[src/rtl/chunk_unpacker_if.sv]
// Handshake bundle for chunk_unpacker: packed-word input side, chunk-serial output side and the
// completed-word counter.
interface chunk_unpacker_if #(
  parameter int unsigned CHUNK_W = 11,
  parameter int unsigned CHUNKS  = 5,
  parameter int unsigned IW      = (CHUNKS > 1) ? $clog2(CHUNKS) : 1
);
  logic                        in_valid;
  logic                        in_ready;
  logic [CHUNK_W*CHUNKS-1:0]   in_data;
  logic                        out_valid;
  logic                        out_ready;
  logic [CHUNK_W-1:0]          out_data;
  logic [IW-1:0]               out_index;
  logic                        out_last;
  logic [15:0]                 words_done;

  // Producer and sink side.
  modport master (
    output in_valid,
    output in_data,
    output out_ready,
    input  in_ready,
    input  out_valid,
    input  out_data,
    input  out_index,
    input  out_last,
    input  words_done
  );

  // Unpacker side.
  modport slave (
    input  in_valid,
    input  in_data,
    input  out_ready,
    output in_ready,
    output out_valid,
    output out_data,
    output out_index,
    output out_last,
    output words_done
  );
endinterface

[src/rtl/chunk_unpacker.sv]
// Loads one packed word of CHUNKS x CHUNK_W bits and replays it one chunk per cycle with
// index/last flags; a new word can be taken on the last chunk's handshake without a bubble.
module chunk_unpacker #(
  parameter int unsigned CHUNK_W   = 11,
  parameter int unsigned CHUNKS    = 5,
  parameter bit          MSB_FIRST = 1'b1
) (
  input  logic            clock,
  input  logic            reset,
  chunk_unpacker_if.slave bus
);

  localparam int unsigned IW = (CHUNKS > 1) ? $clog2(CHUNKS) : 1;
  localparam int unsigned WW = CHUNK_W * CHUNKS;
  localparam logic [IW-1:0] LastIdx = IW'(CHUNKS - 1);

  typedef enum logic {StIdle, StEmit} state_e;

  state_e           state_q, state_d;
  logic [WW-1:0]    hold_q, hold_d;
  logic [IW-1:0]    idx_q, idx_d;
  logic [15:0]      done_q, done_d;

  logic             out_valid;
  logic             out_last;
  logic             fire;
  logic             last_fire;
  logic             in_ready;
  logic             load;
  logic [IW-1:0]    chunk_sel;
  logic [CHUNK_W-1:0] out_data;

  assign out_valid = (state_q == StEmit);
  // Gated by state so an idle unpacker never advertises a last chunk.
  assign out_last  = out_valid && (idx_q == LastIdx);
  assign fire      = out_valid && bus.out_ready;
  assign last_fire = fire && out_last;
  assign in_ready  = (state_q == StIdle) || last_fire;
  assign load      = bus.in_valid && in_ready;

  always_comb begin
    chunk_sel = idx_q;
    if (MSB_FIRST) begin
      chunk_sel = LastIdx - idx_q;
    end
  end

  always_comb begin
    out_data = '0;
    for (int c = 0; c < int'(CHUNKS); c++) begin
      if (chunk_sel == IW'(c)) begin
        out_data = hold_q[c*CHUNK_W +: CHUNK_W];
      end
    end
  end

  always_comb begin
    state_d = state_q;
    hold_d  = hold_q;
    idx_d   = idx_q;
    done_d  = done_q;

    if (last_fire) begin
      done_d  = done_q + 16'd1;
      state_d = StIdle;
    end else if (fire) begin
      idx_d = idx_q + IW'(1);
    end

    // A load on the last handshake overrides the return to idle.
    if (load) begin
      hold_d  = bus.in_data;
      idx_d   = '0;
      state_d = StEmit;
    end
  end

  always_ff @(posedge clock or posedge reset) begin
    if (reset) begin
      state_q <= StIdle;
      hold_q  <= '0;
      idx_q   <= '0;
      done_q  <= '0;
    end else begin
      state_q <= state_d;
      hold_q  <= hold_d;
      idx_q   <= idx_d;
      done_q  <= done_d;
    end
  end

  assign bus.in_ready   = in_ready;
  assign bus.out_valid  = out_valid;
  assign bus.out_data   = out_data;
  assign bus.out_index  = idx_q;
  assign bus.out_last   = out_last;
  assign bus.words_done = done_q;

endmodule
[src/flat_wrapper.sv]
// flat-port wrapper written by rule: the top's interface ports become plain ports
module chunk_unpacker_flat 
#(
  parameter int unsigned CHUNK_W   = 11,
  parameter int unsigned CHUNKS    = 5,
  parameter bit          MSB_FIRST = 1'b1
)
  (clock, reset, bus_in_valid, bus_in_data, bus_out_ready, bus_in_ready, bus_out_valid, bus_out_data, bus_out_index, bus_out_last, bus_words_done);
  chunk_unpacker_if #(.CHUNK_W(CHUNK_W), .CHUNKS(CHUNKS)) bus_i ();
  input  logic clock;
  input  logic reset;
  input wire logic [$bits(bus_i.in_valid)-1:0] bus_in_valid;
  input wire logic [$bits(bus_i.in_data)-1:0] bus_in_data;
  input wire logic [$bits(bus_i.out_ready)-1:0] bus_out_ready;
  output wire logic [$bits(bus_i.in_ready)-1:0] bus_in_ready;
  output wire logic [$bits(bus_i.out_valid)-1:0] bus_out_valid;
  output wire logic [$bits(bus_i.out_data)-1:0] bus_out_data;
  output wire logic [$bits(bus_i.out_index)-1:0] bus_out_index;
  output wire logic [$bits(bus_i.out_last)-1:0] bus_out_last;
  output wire logic [$bits(bus_i.words_done)-1:0] bus_words_done;
  assign bus_i.in_valid = bus_in_valid;
  assign bus_i.in_data = bus_in_data;
  assign bus_i.out_ready = bus_out_ready;
  assign bus_in_ready = bus_i.in_ready;
  assign bus_out_valid = bus_i.out_valid;
  assign bus_out_data = bus_i.out_data;
  assign bus_out_index = bus_i.out_index;
  assign bus_out_last = bus_i.out_last;
  assign bus_words_done = bus_i.words_done;
  chunk_unpacker #(.CHUNK_W(CHUNK_W), .CHUNKS(CHUNKS), .MSB_FIRST(MSB_FIRST)) u_core (.clock(clock), .reset(reset), .bus(bus_i));
endmodule
[config.mk]
export PLATFORM = sky130hd
export DESIGN_NAME = chunk_unpacker_flat
export DESIGN_NICKNAME = d
export VERILOG_FILES = /design/src/rtl/chunk_unpacker_if.sv /design/src/rtl/chunk_unpacker.sv /design/src/flat_wrapper.sv
export SDC_FILE = /design/constraint.sdc
export NUM_CORES = 1
export LEC_CHECK = 0
export BUFFER_PORTS_ARGS = -buffer_cell sky130_fd_sc_hd__buf_2
export CELL_PAD_IN_SITES_DETAIL_PLACEMENT = 0
export CELL_PAD_IN_SITES_GLOBAL_PLACEMENT = 1
export CORE_MARGIN = 2
export CORE_UTILIZATION = 45
export DETAILED_ROUTE_END_ITERATION = 7
export GPL_TIMING_DRIVEN = 0
export PLACE_DENSITY = 0.91
export SETUP_SLACK_MARGIN = 0.4
export SLEW_MARGIN = 15
export SYNTH_ARGS = -nofsm -noshare
export SYNTH_HDL_FRONTEND = slang
export SYNTH_SLANG_ARGS = --single-unit
[constraint.sdc]
create_clock -name clock -period 4.4 [get_ports clock]
set_clock_uncertainty 0.15 [all_clocks]
set_input_delay 0.88 -clock clock [delete_from_list [all_inputs] [get_ports clock]]
set_output_delay 0.88 -clock clock [all_outputs]
set_load 0.02 [all_outputs]
* After elaboration in Yosys (flattened, before gate mapping)
Cells that the tools add are included.
Operators by class: $add $sub $neg 3, eq/ne operators 6, muxes and demuxes 10, bitwise logic cells 1, reduce and logical (&&, ||, !) cells 9
Operators with widths (count):
- two-way mux 11 bit | 5
- adder 16 x 1 -> 16 bit (second input constant) | 1
- two-way mux 3 bit | 3
- equality test 3 x 2 -> 1 bit (second input constant) | 2
- equality test 3 bit (second input constant) | 2
- logical AND 1 bit | 4
- nonzero test 2 bit | 2
- adder 3 x 1 -> 3 bit (second input constant) | 1
- equality test 3 x 1 -> 1 bit (second input constant) | 1
- zero test 3 bit | 1
- subtractor 3 bit (first input constant) | 1
- two-way mux 1 bit | 2
- inequality test 2 bit (second input constant) | 1
- AND reduction 2 bit | 1
- logical OR 1 bit | 1
- NOT 1 bit | 1
Storage, ports and cells: bits in registers 75, bits of input ports 59, output and inout bits 33, word-level logic and storage cells 33

* Longest topological paths before layout
Gate-level depths: netlist of the first run.
depth in word-level cells 7, mapped depth 8, gate-level depth less buffers 7

* Worst setup path before layout of the first run
OpenSTA, ideal clock, no wires.
kind reg-to-output, from register u_core.idx_q[0], in the netlist u_core.bus.out_index[0], to output bus_out_data[10], arrival time 2062 ps, data required time 3370 ps, setup slack 1308 ps, stages on the path, launching flop included 9, buffers on the path 1, cells stage by stage dfrtp_1 inv_1 ha_1 ha_1 nand2b_1 nand2_1 clkbuf_1 a21oi_1 nor2_1
Between the ends: cells in the longest elaborated chain, start to end 7, elaborated cells on any way between the ends 11, those cells by class 1 x add/sub; 4 x eq/ne; 5 x mux; 1 x reduce/logical
RTL lines:
- start: declaration | line chunk_unpacker.sv:21 | logic [IW-1:0] idx_q, idx_d;
- start signal: assignment | line chunk_unpacker.sv:87 | idx_q <= idx_d;
- subtractor 3 bit * | line chunk_unpacker.sv:44 | chunk_sel = LastIdx - idx_q;
- zero test 3 bit | line chunk_unpacker.sv:51 | if (chunk_sel == IW'(c)) begin
- two-way mux 11 bit (4 in series) | line chunk_unpacker.sv:51
- two-way mux 11 bit * | line chunk_unpacker.sv:51
- end: declaration | line flat_wrapper.sv:17 | output wire logic [$bits(bus_i.out_data)-1:0] bus_out_data;
Every way passes the cells marked *; elsewhere a longest branch is shown, timed or not.

* Worst setup path after layout of the first run
from register u_core.idx_q[0], in the netlist u_core.bus.out_index[0], to output bus_out_data[6]
The elaborated chain is that of the path after synthesis.

==> results of run 1 <==
[worst min path at each step]
| stage | cells after the start | end | from |
|---|---|---|---|
| 4_1_cts | 1 | u_core.hold_q[45] | u_core.hold_q[45] |
| 3_3_place_gp | 1 | u_core.bus.words_done[15] | u_core.bus.words_done[15] |
| 2_1_floorplan | 1 | u_core.hold_q[45] | u_core.hold_q[45] |
| 5_1_grt | 1 | u_core.bus.words_done[2] | u_core.bus.words_done[2] |
| 6_report | 1 | u_core.hold_q[45] | u_core.hold_q[45] |
| 3_5_place_dp | 1 | u_core.hold_q[45] | u_core.hold_q[45] |
[power by group through the flow]
stage / registers [mW] / logic (mW) / clock network, mW
2_1_floorplan: 1.14 / 1.11 / 0
3_3_place_gp: 1.13 / 1.53 / 0
3_5_place_dp: 1.15 / 1.56 / 0
4_1_cts: 1.14 / 1.56 / 0.476
5_1_grt: 1.18 / 1.68 / 0.510
6_report: 1.14 / 1.55 / 0.462
[critical path, delay by kind of cell (launching register included)]
family / cells / cell delay (ns)
AND/OR/NAND/NOR: 2 / 0.29
AO/OA/AOI/OAI: 1 / 0.30
adder cells (fa/ha/maj): 2 / 0.56
buffers and inverters: 3 / 0.72
flip-flops: 1 / 0.45
[state kept, by name, summed over array words and instances, names as in the netlist]
register / cells
u_core.bus.out_valid: 1
u_core.bus.words_done: 16
u_core.bus.out_index: 3
u_core.hold_q: 55
[layer usage]
metal | part of all wire (%) | wire (um)
met1 | 44 | 3450
met2 | 48 | 3800
met3 | 6.0 | 474
met4 | 2.5 | 198
met5 | 0 | 0
[synthesized netlist by cell type (5+ instances only)]
cell type and number:
a221oi_1 10, buf_6 5, clkbuf_1 8, dfrtp_1 75
ha_1 8, inv_1 6, mux2_1 5, mux2_2 51
nand2_1 12, nand3_1 8, nand3b_1 10, nor2b_1 11
nor3_1 11, o221a_2 9, xnor2_1 14
[final cells by class]
class	instances	area, um2
Clock inverter	4	26.3
Fill cell	696	3380
Inverter	6	25.0
Sequential cell	75	1880
Clock buffer	12	145
Multi-Input combinational cell	179	1520
Buffer	17	111
Tap cell	102	128
Timing Repair Buffer	91	470
[kinds of logic after synthesis]
kind of cell             share of synthesized area [%]
adder cells (fa/ha/maj)                           2.83
XOR/XNOR                                          3.72
AO/OA/AOI/OAI                                     7.79
buffers and inverters                             3.79
multiplexers                                      17.8
flip-flops                                        53.1
AND/OR/NAND/NOR                                   10.9
[metrics by stage]
| step | hold WS, ns | worst slack [ns] | instance area, um2 | util [%] |
|---|---|---|---|---|
| 3_3_place_gp | 0.306 | 0.593 | 4110 | 53.5 |
| 5_1_grt | 0.357 | 0.506 | 4310 | 56.0 |
| 2_1_floorplan | 0.305 | 1.31 | 3530 | - |
| 4_1_cts | 0.340 | 0.685 | 4310 | 56.0 |
| 6_report | 0.335 | 0.701 | 4310 | 56.0 |
| 3_5_place_dp | 0.323 | 1.06 | 4140 | 53.8 |
==> reports/qor.yml, run 1 <==
status: "finished, final reports clean"
routed_wl_um: 7920
path_common_cell: "ha_1"
synth_seq_cells: 75
hpwl_um: 5750
drive_gt1_share_pct: 45.8
clockBufferDepth: 2
cp_max_fo: 10
cp_slowest_cell: "dfrtp_1"
cp_cell_sequence: "inv_1 -> ha_1 -> ha_1 -> nand2b_1 -> nand2_1 -> clkbuf_1 -> o221a_2 -> buf_2"
nets: 446
ioPinCount: 92
gr-total-overflow: 0
grt.busiest_layer: "met2"
cap_viol_max_count: 0
timing.final.crit_share_pct: 84.1
antenna_found_initial: 0
grt_max_degree: 39
setup.worst_path.class: "flip-flop to primary output"
required_ns: 3.37
dieHeight_um: 92.6
die_width_um: 92.6
clkTransAtPathRegs_ns: 0.07
dp.cells: 470
mostFrequentLayoutCells: "buf_2, dfrtp_1, mux2_2"
peakVddDrop_mv: 0.263
r2r_start: "u_core.bus.out_index[0]"
crit_end: "bus_out_data[6]"
ctsHoldBuffers: 0
viasPerCell: 5.28
gp_congestion: 0.802
finalPower_mw: 3.15
syn_area_per_cell_um2: 12.8
detail_route.first_pass.iterations: 5
initial_utilization_pct: 46.0
synth.largest_area_cell: "dfrtp_1"
p_clk_share_pct: 14.7
htreeDepth: 3
async_flop_share_pct: 100
critPathLaunch: "u_core.bus.out_index[0]"
root_buffer: "clkbuf_8"
cp-start-kind: "flip-flop"
p_sw_mw: 1.24
io_buffers: 90
synth-edff-count: 0
setup_violations: 0
hold_path.class: "flip-flop to flip-flop"
fmax_ghz: 0.270
cp.arrival_ns: 2.67
drcViolationCount: 0
dieArea_um2: 8580
synth_flop_cell: "dfrtp_1"
p_int_mw: 1.91
vias: 2567
synth_fp_nets: 344
ys_warn_count: 0
rsz0062_at_grt: "no"
worstMarginPinSlew_ns: 0.536
ant_nets: 0
cts.repair.resized: 0
final_common_cell: "buf_2"
yosys.cell_types.count: 31
synth_area_um2: 3530
timing.final.crit_period_ns: 3.70
wire_per_inst_um: 16.3
power_density_nw_per_um2: 731
p_leak_nw: 2.03
slew_headroom_pct: 64.0
grtUsageMet3_pct: 4.07
synthTopCellsByArea: "dfrtp_1, mux2_2, xnor2_1"
drt_iter0_drc: 90
reg2reg_slack_ns: 2.06
fin_tns_setup_ns: 0
area.growth.synth_to_final_pct: 21.8
final_max_slew_viol_count: 0
grt_pass1_wl_um: 12800
worst_setup_path_end_kind: "primary output"
core_region_area_um2: 7690
grtUsageMet1_pct: 25.2
grtUsageTotal_pct: 19.5
p_comb_share_pct: 49.1
use_met2_pct: 32.0
syn_inst: 277
swShare_pct: 39.5
diodes: 0
slowest_delay_ns: 0.45
rows: 32
synth_top_area_share_pct: 53.1
r2r_cells: 8
rr_endpoint: "u_core.hold_q[40]"
timing_hold_violations_final: 0
cts_post_setup_buffers_inserted: 0
power_frac_seq_pct: 36.2
synth-seq-area-share_pct: 53.1
clk_latency_ns: 0.34
cts-buffers-inserted: 9
cts_tree: "yes"
cts.sinks: 75
fin_cells: 486
grt_pass1_vias: 2615
Note: power is estimated with default switching activity, not from simulation.
==> inputs of run 2 (changes only) <==
--- a/config.mk
+++ b/config.mk
@@ -9,10 +9,10 @@
 export CELL_PAD_IN_SITES_DETAIL_PLACEMENT = 0
 export CELL_PAD_IN_SITES_GLOBAL_PLACEMENT = 1
 export CORE_MARGIN = 2
-export CORE_UTILIZATION = 45
+export CORE_UTILIZATION = 42
 export DETAILED_ROUTE_END_ITERATION = 7
 export GPL_TIMING_DRIVEN = 0
-export PLACE_DENSITY = 0.91
+export PLACE_DENSITY = 0.86
 export SETUP_SLACK_MARGIN = 0.4
 export SLEW_MARGIN = 15
 export SYNTH_ARGS = -nofsm -noshare
==> constraint.sdc (replaced) <==
create_clock -name clock -period 3.9 [get_ports clock]
set_clock_uncertainty 0.15 [all_clocks]
set_input_delay 0.78 -clock clock [delete_from_list [all_inputs] [get_ports clock]]
set_output_delay 0.78 -clock clock [all_outputs]
set_load 0.02 [all_outputs]
==> reports/qor.yml, run 2 (same netlist as run 1, synthesis figures left out) <==
area.growth.synth_to_final_pct: 24.6
cp_slowest_cell: "dfrtp_2"
status: "finished, final reports clean"
peakVddDrop_mv: 0.357  # +36%
slowest_delay_ns: 0.45  # about the same
htreeDepth: 3  # unchanged
worst_setup_path_end_kind: "primary output"
io_buffers: 90  # unchanged
dieArea_um2: 9170  # +6.8%
core_region_area_um2: 8180  # +6.3%
largest_reg_flops: 55  # unchanged
p_leak_nw: 2.08  # +2.2%
critical-path-top-delay-family: "buffers and inverters"
clk_latency_ns: 0.33  # about the same
grtUsageTotal_pct: 18.2  # -1.3 points
viasPerCell: 5.18  # -1.9%
gr-total-overflow: 0  # unchanged
drive_gt1_share_pct: 47.3  # +1.4 points
fmax_ghz: 0.303
clockBufferDepth: 2  # unchanged
cts.sinks: 75  # unchanged
ctsHoldBuffers: 0  # unchanged
grt_pass1_vias: 2589  # -0.99%
hold_slack_ns: 0.263  # -0.0721 ns
die_width_um: 95.7  # +3.4%
dieHeight_um: 95.7  # +3.4%
hpwl_um: 5760  # +0.11%
power_density_nw_per_um2: 853  # +17%
worstMarginPinSlew_ns: 0.514  # -0.0225 ns
antenna_found_initial: 0  # unchanged
setup_violations: 0  # unchanged
final_common_cell: "buf_2"
critPathBufInv: 3  # unchanged
setup.worst_path.class: "flip-flop to primary output"
nets: 446  # unchanged
top_register: "u_core.hold_q"
grt_pass1_wl_um: 12500  # -2.1%
fin_tns_setup_ns: 0  # unchanged
mostFrequentLayoutCells: "buf_2, dfrtp_1, mux2_2"
routed_wl_um: 7850  # -0.88%
ant_nets: 0  # unchanged
clkTransAtPathRegs_ns: 0.07  # about the same
grt_max_degree: 52  # +33%
cp-start-kind: "flip-flop"
rsz0062_at_grt: "no"
rows: 33  # +3.1%
pre_cts_ws_ns: 0.642  # -0.420 ns
vias: 2539  # -1.1%
ioPinCount: 92  # unchanged
timing.final.crit_period_ns: 3.30
final_max_slew_viol_count: 0  # unchanged
cp_max_fo: 10  # unchanged
root_buffer: "clkbuf_8"
cp_cell_sequence: "inv_1 -> ha_1 -> clkbuf_1 -> a221oi_1 -> nor3_1 -> o221a_2 -> buf_2"
drcViolationCount: 0  # unchanged
detail_route.first_pass.iterations: 4  # -1
cp.arrival_ns: 2.37  # -0.30 ns
timing.final.crit_share_pct: 84.7
gp_congestion: 0.751  # -6.4%
cts_tree: "yes"
required_ns: 2.97  # -0.40 ns
cap_viol_max_count: 0  # unchanged
hold_path.class: "input pin to async pin"
finalWorstSetupSlack_ns: 0.597  # -0.104 ns
timing_hold_violations_final: 0  # unchanged
slew_headroom_pct: 65.8  # +1.8 points
cts-buffers-inserted: 9  # unchanged
drt_iter0_drc: 79  # -12%
wire_per_inst_um: 16.0  # -1.7%
initial_utilization_pct: 43.2  # -2.7 points
run 2: cell types whose count changed in the layout (fill, tap and decap cells not counted), sizes merged:
cell,delta
bufinv,+3
clkinv,-2
diode,+2
clkbuf,-1
clkinvlp,-1
run 2: path summary, 6_finish.rpt:
path,start,to,slack (ns),depth (start not counted)
hold / removal,reset,u_core.bus.words_done[7],0.26,2
setup reg to reg,u_core.bus.out_index[1],u_core.hold_q[2],1.64,8
hold reg to reg,u_core.bus.words_done[15],u_core.bus.words_done[15],0.32,1
setup / recovery,u_core.bus.out_index[0],bus_out_data[3],0.60,7
min in group clock,u_core.bus.words_done[15],u_core.bus.words_done[15],0.32,1
max in group asynchronous,reset,u_core.hold_q[50],2.78,3
run 2: per-stage QoR:
stage | instance area (um2) | cells | power [mW] | utilization (%)
global placement | 4120 | 472 | 3.00 | 50.4
finish | 4400 | 490 | 3.76 | 53.9
detailed placement | 4150 | 473 | 3.05 | 50.7
CTS | 4390 | 488 | 3.77 | 53.7
global route | 4400 | 488 | 4.00 | 53.8
floorplan | 3530 | 277 | 2.54 | -
run 2: layout make-up:
| type | instances | area, um2 |
|---|---|---|
| fill | 728 | 3770 |
| sequential | 75 | 1880 |
| multi-input combinational | 179 | 1530 |
| timing repair buffer | 91 | 478 |
| clock buffer | 11 | 141 |
| tap | 105 | 131 |
| buffer | 17 | 118 |
| clock inverter | 4 | 98.8 |
| inverter | 6 | 25.0 |
| antenna | 2 | 5.00 |
run 2: what timing repair did:
item / in CTS / in global routing
resized for setup: 2 / 6
hold endpoints to repair: 0 / 0
endpoints found under the setup margin: 10 / 11
setup buffers: 0 / 0
pin swaps: 0 / 0
run 2: per-layer routing:
metal  global-route usage [%]  part of all wire, %
met2                     30.2                   51
met1                     23.4                   44
met4                     7.98                  1.4
met5                        0                    0
met3                     3.37                  4.1
run 2: report_power, final:
group	internal (mW)	leakage, nW	switching [mW]
sequential	1.10	0.925	0.181
clock	0.441	0.120	0.279
combinational	0.816	1.04	0.938
total	2.36	2.08	1.40
==> inputs of run 3 (changes only) <==
--- a/config.mk
+++ b/config.mk
@@ -5,14 +5,15 @@
 export SDC_FILE = /design/constraint.sdc
 export NUM_CORES = 1
 export LEC_CHECK = 0
+export ABC_AREA = 1
 export BUFFER_PORTS_ARGS = -buffer_cell sky130_fd_sc_hd__buf_2
 export CELL_PAD_IN_SITES_DETAIL_PLACEMENT = 0
 export CELL_PAD_IN_SITES_GLOBAL_PLACEMENT = 1
 export CORE_MARGIN = 2
-export CORE_UTILIZATION = 42
+export CORE_UTILIZATION = 35
 export DETAILED_ROUTE_END_ITERATION = 7
 export GPL_TIMING_DRIVEN = 0
-export PLACE_DENSITY = 0.86
+export PLACE_DENSITY = 0.82
 export SETUP_SLACK_MARGIN = 0.4
 export SLEW_MARGIN = 15
 export SYNTH_ARGS = -nofsm -noshare
==> constraint.sdc (replaced) <==
create_clock -name clock -period 2.99 [get_ports clock]
set_clock_uncertainty 0.15 [all_clocks]
set_input_delay 0.598 -clock clock [delete_from_list [all_inputs] [get_ports clock]]
set_output_delay 0.598 -clock clock [all_outputs]
set_load 0.02 [all_outputs]
==> reports/qor.yml, run 3 <==
synth_seq_cells: 75  # unchanged
required_ns: 2.24  # -0.73 ns
path_common_cell: "nand3_2"
fmax_ghz: 0.365
ant_nets: 0  # unchanged
ys_warn_count: 0  # unchanged
wire_per_inst_um: 13.6  # -15%
mostFrequentLayoutCells: "nand2_1, buf_2, dfrtp_1"
power_density_nw_per_um2: 1020  # +20%
synth_fp_nets: 541  # +57%
worstMarginPinSlew_ns: 0.465  # -0.0487 ns
cp_cell_sequence: "inv_4 -> ha_4 -> ha_4 -> nor2_4 -> buf_8 -> nand3_2 -> nand3_2 -> nand3_2 -> nand3_2 -> buf_6"
fin_tns_setup_ns: 0  # unchanged
clockBufferDepth: 2  # unchanged
routed_wl_um: 9920  # +26%
cts.sinks: 75  # unchanged
p_int_mw: 2.95  # +25%
p_clk_share_pct: 14.4  # -4.8 points
io_buffers: 91  # +1.1%
detail_route.first_pass.iterations: 4  # unchanged
yosysMostFrequentCell: "nand2_1"
synth_top_area_share_pct: 50.7  # -2.4 points
synth_common_cells: "nand2_1, dfrtp_1, nand3_1"
worst_setup_path_end_kind: "primary output"
slowest_delay_ns: 0.43  # -0.02 ns
hold_path.class: "input pin to async pin"
setup_violations: 0  # unchanged
p_sw_mw: 2.28  # +63%
dieArea_um2: 11400  # +24%
antenna_found_initial: 0  # unchanged
status: "finished, final reports clean"
grt_max_degree: 34  # -35%
timing.final.crit_period_ns: 2.74
ioPinCount: 92  # unchanged
synth_area_um2: 3700  # +4.6%
swShare_pct: 43.6  # +6.4 points
cp-start-kind: "flip-flop"
p_comb_share_pct: 54.2  # +7.5 points
syn_inst: 474  # +71%
p_leak_nw: 2.83  # +36%
grt_pass1_vias: 3403  # +31%
gp_congestion: 0.825  # +9.9%
r2r_start: "u_core.bus.out_index[0]"
htreeDepth: 3  # unchanged
synthTopCellsByArea: "dfrtp_1, nand2_1, nand3_1"
diodes: 0  # -2
syn_area_per_cell_um2: 7.80  # -39%
drive_gt1_share_pct: 34.1  # -13 points
clk_latency_ns: 0.36  # +0.03 ns
synth_flop_cell: "dfrtp_1"
drcViolationCount: 0  # unchanged
peakVddDrop_mv: 0.608  # +70%
setup.worst_path.class: "flip-flop to primary output"
dieHeight_um: 107  # +12%
rr_endpoint: "u_core.hold_q[12]"
fin_util_pct: 49.7  # -4.2 points
cts-buffers-inserted: 9  # unchanged
reg2reg_slack_ns: 1.09  # -0.55 ns
final_max_slew_viol_count: 0  # unchanged
yosys.cell_types.count: 28  # -9.7%
drt_iter0_drc: 148  # +87%
vias: 3384  # +33%
cp_slowest_cell: "dfrtp_2"
clkTransAtPathRegs_ns: 0.09  # +0.02 ns
cp_max_fo: 5  # -5
top_register: "u_core.hold_q"
ctsHoldBuffers: 0  # unchanged
synth.largest_area_cell: "dfrtp_1"
grtUsageTotal_pct: 18.2  # -0.020 points
cp.arrival_ns: 1.99  # -0.38 ns
hpwl_um: 6890  # +20%
core_region_area_um2: 10300  # +26%
area.growth.synth_to_final_pct: 38.1
slew_headroom_pct: 69.0  # +3.2 points
power_frac_seq_pct: 31.5  # -2.6 points
viasPerCell: 4.63  # -11%
rsz0062_at_grt: "yes"
grt_pass1_wl_um: 16400  # +31%
crit_end: "bus_out_data[1]"
die_width_um: 107  # +12%
timing.final.crit_share_pct: 91.7
cts_tree: "yes"
critPathLaunch: "u_core.bus.out_index[0]"
timing_hold_violations_final: 0  # unchanged
initial_utilization_pct: 36.0  # -7.2 points
synth-edff-count: 0  # unchanged
rows: 37  # +12%
final_common_cell: "nand2_1"
r2r_cells: 9  # +1
async_flop_share_pct: 100  # unchanged
largest_reg_flops: 55  # unchanged
gr-total-overflow: 0  # unchanged
cap_viol_max_count: 0  # unchanged
root_buffer: "clkbuf_8"
synth-seq-area-share_pct: 50.7  # -2.4 points
nets: 657  # +47%
hold_slack_ns: 0.0692  # -0.194 ns
run 3: cell count changes after synthesis, moves of 9 or more:
cell / delta
nor2b_1: -11
o221a_2: -9
inv_1: +33
xnor2_1: -12
nand2_1: +221
a221oi_1: -10
mux2_2: -51
nand3_1: +43
nand3b_1: -10
nor3_1: -10
run 3: worst min-delay path by stage:
stage	to	slack, ns	depth (start not counted)
floorplan	u_core.hold_q[27]	0.29	2
global placement	u_core.hold_q[31]	0.30	2
detailed placement	u_core.hold_q[32]	0.31	2
CTS	u_core.bus.words_done[7]	0.08	2
global route	u_core.bus.words_done[7]	0.09	2
finish	u_core.bus.words_done[7]	0.07	2
run 3: timing repair:
item	4_1_cts	5_1_grt
buffers inserted	7	1
setup endpoints to repair	11	11
pin swaps	9	6
cloned	4	0
resized for setup	109	6
run 3: kinds of logic (layout without fill, tap and decap cells):
family,count (synthesis),in the layout,synth area share (%)
buffers and inverters,58,178,7.17
DFF,75,75,50.7
xor gates and xnor gates,9,9,2.13
adders and majority gates,8,8,2.71
AOI/OAI and AO/OA,11,11,1.69
and+or+nand+nor,313,314,35.6
run 3: final cells by class:
class | count | area, um2
Fill cell | 1007 | 5170
Tap cell | 136 | 170
Buffer | 18 | 176
Sequential cell | 75 | 1880
Timing Repair Buffer | 104 | 664
Multi-Input combinational cell | 342 | 1870
Inverter | 40 | 163
Clock inverter | 7 | 60.1
Clock buffer | 9 | 124
run 3: per-stage QoR:
step | cells | setup slack, ns | total power [mW] | area [um2]
2_1_floorplan | 474 | 0.407 | 2.92 | 3710
3_3_place_gp | 701 | 0.114 | 3.51 | 4330
3_5_place_dp | 703 | 0.103 | 3.55 | 4370
4_1_cts | 730 | 0.278 | 5.19 | 5070
5_1_grt | 731 | 0.159 | 5.58 | 5110
6_report | 731 | 0.249 | 5.23 | 5110
run 3: power groups by stage:
stage	sequential (mW)	combinational, mW	clock [mW]
2_1_floorplan	1.64	1.28	0
3_3_place_gp	1.63	1.87	0
3_5_place_dp	1.65	1.90	0
4_1_cts	1.64	2.79	0.760
5_1_grt	1.68	3.09	0.814
6_report	1.65	2.83	0.752
run 3: routing by layer:
layer / GRT usage [%] / up-vias / share of wire, %
met5: 0 / - / 0
met4: 4.73 / 0 / 1.2
met3: 4.38 / 9 / 5.5
met2: 29.3 / 93 / 46
met1: 24.7 / 1591 / 47
li1: - / 1691 / -
run 3: worst max-delay path: cells and delay by family, from the launching register on:
family / cells / cell delay, ns
buffers and inverters: 3 / 0.35
AND/OR/NAND/NOR: 5 / 0.51
adder cells (fa/ha/maj): 2 / 0.35
flip-flops: 1 / 0.43
